File: config.mk
export PLATFORM = sky130hd
export DESIGN_NAME = pipe_ctrl
export DESIGN_NICKNAME = d
export VERILOG_FILES = /design/src/rtl/pipe_ctrl_pkg.sv /design/src/rtl/pipe_ctrl.sv
export SDC_FILE = /design/constraint.sdc
export NUM_CORES = 1
export LEC_CHECK = 0
export BUFFER_PORTS_ARGS = -buffer_cell sky130_fd_sc_hd__buf_2
export CORE_MARGIN = 4
export CORE_UTILIZATION = 49
export CTS_CLUSTER_SIZE = 40
export DETAILED_ROUTE_END_ITERATION = 7
export PLACE_DENSITY = 0.77
export RECOVER_POWER = 100
export SYNTH_ARGS = -nofsm -noshare
export SYNTH_HDL_FRONTEND = slang
export SYNTH_SLANG_ARGS = --single-unit
File: constraint.sdc
create_clock -name clk -period 2.2 [get_ports clk]
set_input_delay 0.22 -clock clk [delete_from_list [all_inputs] [get_ports clk]]
set_output_delay 0.22 -clock clk [all_outputs]
set_load 0.01 [all_outputs]
File: src/rtl/pipe_ctrl_pkg.sv
// Shared types and constants for the five-stage pipeline controller.
package pipe_ctrl_pkg;

  localparam int DIV_CNT_W = 6;

  typedef enum logic [1:0] {
    RUN      = 2'd0,
    DIV      = 2'd1,
    EXC_PEND = 2'd2
  } pc_state_t;

  typedef struct packed {
    logic pc_wr;
    logic id_wr;
    logic exe_wr;
    logic mem_wr;
    logic id_flush;
    logic exe_flush;
    logic mem_flush;
    logic wb_flush;
  } stage_ctrl_t;

  // Free-running pipeline: everything advances, nothing is squashed.
  localparam stage_ctrl_t CTRL_ADVANCE = '{
    pc_wr: 1'b1, id_wr: 1'b1, exe_wr: 1'b1, mem_wr: 1'b1,
    id_flush: 1'b0, exe_flush: 1'b0, mem_flush: 1'b0, wb_flush: 1'b0
  };

  // Held in reset: no stage loads, every stage register takes a bubble.
  localparam stage_ctrl_t CTRL_RESET = '{
    pc_wr: 1'b0, id_wr: 1'b0, exe_wr: 1'b0, mem_wr: 1'b0,
    id_flush: 1'b1, exe_flush: 1'b1, mem_flush: 1'b1, wb_flush: 1'b1
  };

endpackage

File: src/rtl/pipe_ctrl.sv
// Pipeline stall/flush arbiter with a small FSM for multi-cycle divides and
// exception redirects that must wait out an in-flight I-cache fill.
module pipe_ctrl
  import pipe_ctrl_pkg::*;
#(
  parameter int DIV_CYCLES = 36
) (
  input  logic clk,
  input  logic rst,
  input  logic ID_StallReq,
  input  logic IF_ICacheBusy,
  input  logic EXE_DivStart,
  input  logic MEM_DCacheBusy,
  input  logic MEM_ExcValid,
  output logic PC_Wr,
  output logic ID_Wr,
  output logic EXE_Wr,
  output logic MEM_Wr,
  output logic ID_Flush,
  output logic EXE_Flush,
  output logic MEM_Flush,
  output logic WB_Flush,
  output logic PC_Redirect,
  output logic Div_Busy,
  output logic Div_Abort
);

  localparam logic [DIV_CNT_W-1:0] DIV_LOAD = DIV_CNT_W'(DIV_CYCLES - 1);

  pc_state_t             state;
  logic [DIV_CNT_W-1:0]  cnt;
  stage_ctrl_t           ctrl;
  logic                  redirect;
  logic                  abort;
  logic                  div_hold;

  // NOTE: registered state uses non-blocking assignments only, so every
  // always_ff sees the pre-edge value of state/cnt regardless of block order.
  always_ff @(posedge clk or posedge rst) begin
    if (rst) begin
      state <= RUN;
      cnt   <= '0;
    end else if (MEM_ExcValid) begin
      state <= IF_ICacheBusy ? EXC_PEND : RUN;
      cnt   <= '0;
    end else begin
      unique case (state)
        RUN: begin
          // The divider runs on its own, so a start is taken even if MEM stalls.
          if (EXE_DivStart) begin
            state <= DIV;
            cnt   <= DIV_LOAD;
          end
        end
        DIV: begin
          if (cnt != '0)
            cnt <= cnt - 1'b1;
          else if (!MEM_DCacheBusy)
            state <= RUN;
        end
        EXC_PEND: begin
          if (!IF_ICacheBusy)
            state <= RUN;
        end
        default: state <= RUN;
      endcase
    end
  end

  // Divide in progress (or just issued) and result not yet valid in EXE.
  assign div_hold = ((state == DIV) && (cnt != '0)) ||
                    ((state == RUN) && EXE_DivStart);

  // NOTE: every variable driven here gets a default first, so no path can
  // leave one unassigned and infer a latch.
  always_comb begin
    ctrl     = CTRL_ADVANCE;
    redirect = 1'b0;
    abort    = 1'b0;
    if (rst) begin
      ctrl = CTRL_RESET;
    end else if (MEM_ExcValid) begin
      ctrl.pc_wr     = !IF_ICacheBusy;
      ctrl.id_flush  = 1'b1;
      ctrl.exe_flush = 1'b1;
      ctrl.mem_flush = 1'b1;
      redirect       = !IF_ICacheBusy;
      abort          = (state == DIV);
    end else if (state == EXC_PEND) begin
      // MEM already holds a bubble here, so a D-cache stall has nothing to hold.
      ctrl.id_flush = 1'b1;
      if (IF_ICacheBusy) begin
        ctrl.pc_wr     = 1'b0;
        ctrl.exe_flush = 1'b1;
      end else begin
        redirect = 1'b1;
      end
    end else if (MEM_DCacheBusy) begin
      ctrl.pc_wr    = 1'b0;
      ctrl.id_wr    = 1'b0;
      ctrl.exe_wr   = 1'b0;
      ctrl.mem_wr   = 1'b0;
      ctrl.wb_flush = 1'b1;
    end else if (div_hold) begin
      ctrl.pc_wr     = 1'b0;
      ctrl.id_wr     = 1'b0;
      ctrl.exe_wr    = 1'b0;
      ctrl.mem_flush = 1'b1;
    end else if (state == DIV) begin
      ctrl = CTRL_ADVANCE;
    end else if (ID_StallReq) begin
      ctrl.pc_wr     = 1'b0;
      ctrl.id_wr     = 1'b0;
      ctrl.exe_flush = 1'b1;
    end else if (IF_ICacheBusy) begin
      ctrl.pc_wr    = 1'b0;
      ctrl.id_flush = 1'b1;
    end
  end

  assign PC_Wr       = ctrl.pc_wr;
  assign ID_Wr       = ctrl.id_wr;
  assign EXE_Wr      = ctrl.exe_wr;
  assign MEM_Wr      = ctrl.mem_wr;
  assign ID_Flush    = ctrl.id_flush;
  assign EXE_Flush   = ctrl.exe_flush;
  assign MEM_Flush   = ctrl.mem_flush;
  assign WB_Flush    = ctrl.wb_flush;
  assign PC_Redirect = redirect;
  assign Div_Abort   = abort;
  assign Div_Busy    = !rst && (state == DIV);

endmodule

==> results.yml <==
critical_path:
  critPathKind: "flip-flop to output pin"
  critPathMaxFanout: 7
  crit_arrival_ns: 1.89
  startpoint_type: "flip-flop"
  end_kind: "output pin"
  crit_required_ns: 1.98
finish:
  final_cell_mix: "8 x inv_1, 8 x dfrtp_1, 8 x buf_2, 8 x clkbuf_1, 7 x nor2_1"
  drive_gt1_share_pct: 15.6
  antenna_cells: 0
  fillers: 110
  finalNonFillerCells: 110
  fin_nets: 107
  final_area_um2: 752
  area_growth_pct: 14.5
clock_tree:
  h-tree-depth: 1
  cts_resized: 0
  cts_tree: "built"
  numCtsBuffers: 3
  cts.sinks: 8
  insertion_delay_ns: 0.27
  cts-root-buf: "clkbuf_4"
  clockBufferDepth: 2
  clk_pin_slew_ns: 0.06
  cts_setup_buffers: 0
placed_design:
  gp_congestion: 0.838
  dpl.hpwl_um: 1280
  dpl.cell_count: 106
  pre_cts_slack_ns: 0.414
  io_buffer_count: 17
  postPlaceCellArea_um2: 736
sta:
  timing.final.crit_share_pct: 96.1
  worst_pin_slew_ns: 0.366
  fin_ws_ns: 0.0864
  relSlewSlack_pct: 75.6
  finClkSkew_ns: 0.0131
  finalSetupViolCount: 0
  rsz0062_at_grt: "false"
  hold_ws_ns: 0.246
  max_freq_mhz: 473
  post-route-min-period_ns: 2.11
  drv_slew: 0
  hold_viol_final: 0
  setup_tns_ns: 0
flow_run:
  maxCapViolations: 0
floorplan:
  initial_core_util_pct: 55.4
  rows: 12
  io_pins: 18
  dieArea_um2: 1990
  die_w_um: 44.6
  die_h_um: 44.6
  core_area_um2: 1190
pwr:
  powerDensity_nw_per_um2: 596
  p_leak_uw: 0.000345
  ir_worst_vdd_v: 0.000293
yosys:
  synth_seq_cells: 8
  synth_area_um2: 657
  synth_warnings: 0
  synth.net_count: 88
  synth_cell_types: 34
  synth_cells: 79
  synth_largest_area_cell: "dfrtp_1"
  synth.top_cells.by_area: "dfrtp_1 30%, a21oi_1 4.6%, nor3_1 4.6%, inv_1 4.6%, nor2_1 4.0%"
  ys_seq_area_share_pct: 30.5
  synth_top_area_share_pct: 30.5
  syn_area_per_cell_um2: 8.31
grt:
  grt_first_pass_wirelength_um: 2860
  antenna_found_initial: 0
  grt.overflow.total: 0
  grt_max_degree: 17
  grt_pass1_vias: 610
  grt_use_total_pct: 20.1
detailed_routing:
  vias_per_cell: 6.17
  vias: 679
  wire_per_inst_um: 16.0
  ant_nets: 0
  drcViolationCount: 0
  drt_iter0_markers: 28
  drt_wl_total_um: 1760
  drtPass1Iterations: 4
hold_path:
  min_path_type: "input port to flip-flop"
run_status:
  outcome: "complete, no violations"
## metrics by stage
stage,power (uW),util (%)
after detailed placement,329,62.0
final,448,63.4
after global routing,477,63.4
after CTS,452,64.8
after global placement,325,62.0
after floorplan,287,-
## registers in the layout, summed over array words and instances (netlist names)
signal,flops
state,2
cnt,6
## worst paths after layout
kind                                     from              endpoint  slack, ns  depth (start not counted)
hold reg to reg            cnt[0]$_DFFE_PP0P_    cnt[0]$_DFFE_PP0P_       0.55                          1
max in group asynchronous                 rst    cnt[1]$_DFFE_PP0P_       1.40                          3
setup / recovery           cnt[0]$_DFFE_PP0P_                 ID_Wr       0.09                          7
min in group asynchronous                 rst  state[1]$_DFFE_PP0P_       0.53                          3
hold / removal                  IF_ICacheBusy  state[1]$_DFFE_PP0P_       0.25                          2
setup reg to reg           cnt[0]$_DFFE_PP0P_    cnt[4]$_DFFE_PP0P_       0.49                          6
## what timing repair did
action,CTS,global route
setup endpoints to repair,0,0
hold endpoints to repair,8,0
hold buffers,1,0
## critical path, cell delays in order (launching register included)
cell	delay, ns
dfrtp_1	0.41
inv_1	0.10
ha_1	0.19
and3b_1	0.21
a21oi_2	0.12
a211o_1	0.29
a21oi_1	0.15
clkbuf_2	0.15
## cell families after synthesis
kind of cell,share of synthesized area (%)
adder cells (fa/ha/maj),3.81
AO/OA/AOI/OAI,31.6
XOR/XNOR,2.67
flip-flops,30.5
AND/OR/NAND/NOR,23.2
buffers and inverters,8.19
## final cells by class
type | count | area, um2 | share of cell area (%)
Inverter | 8 | 30.0 | 3.99
Clock buffer | 3 | 22.5 | 3.00
Multi-Input combinational cell | 59 | 397 | 52.7
Timing Repair Buffer | 18 | 85.1 | 11.3
Tap cell | 14 | 17.5 | 2.33
Sequential cell | 8 | 200 | 26.6
## power by group
part | internal [uW] | total [uW] | leakage (uW) | switching (uW)
combinational | 57.8 | 143 | 0.000228 | 85.4
sequential | 162 | 183 | 0.000103 | 21.7
clock | 63.0 | 121 | 0.0000138 | 58.3
## per-layer routing
layer	track usage [%]	up-vias	part of all wire, %
met5	0	-	0
met4	9.04	0	1.5
met3	6.50	4	6.7
met2	30.9	28	50
met1	25.1	316	42
li1	-	331	-
## cells in the mapped netlist
library cell,instances
and2_1,1
clkbuf_1,2
o21ai_0,2
nand2_1,2
o31ai_1,1
and3_1,2
a211oi_1,2
buf_6,1
a21oi_2,1
xor2_1,2
o221ai_2,1
nand4bb_1,1
nor2b_1,2
ha_1,2
buf_2,1
or4_1,1
o21ba_2,1
a311oi_1,2
nor4b_1,2
nor2_1,7
dfrtp_1,8
a21oi_1,6
o21bai_1,3
a211o_1,2
a41o_1,1
inv_1,8
o221ai_1,1
a31o_2,1
and3b_1,1
a22oi_1,1
or3_1,1
o22ai_1,3
nor3_1,6
nand2b_1,1
(Power assumes the default switching activity.)
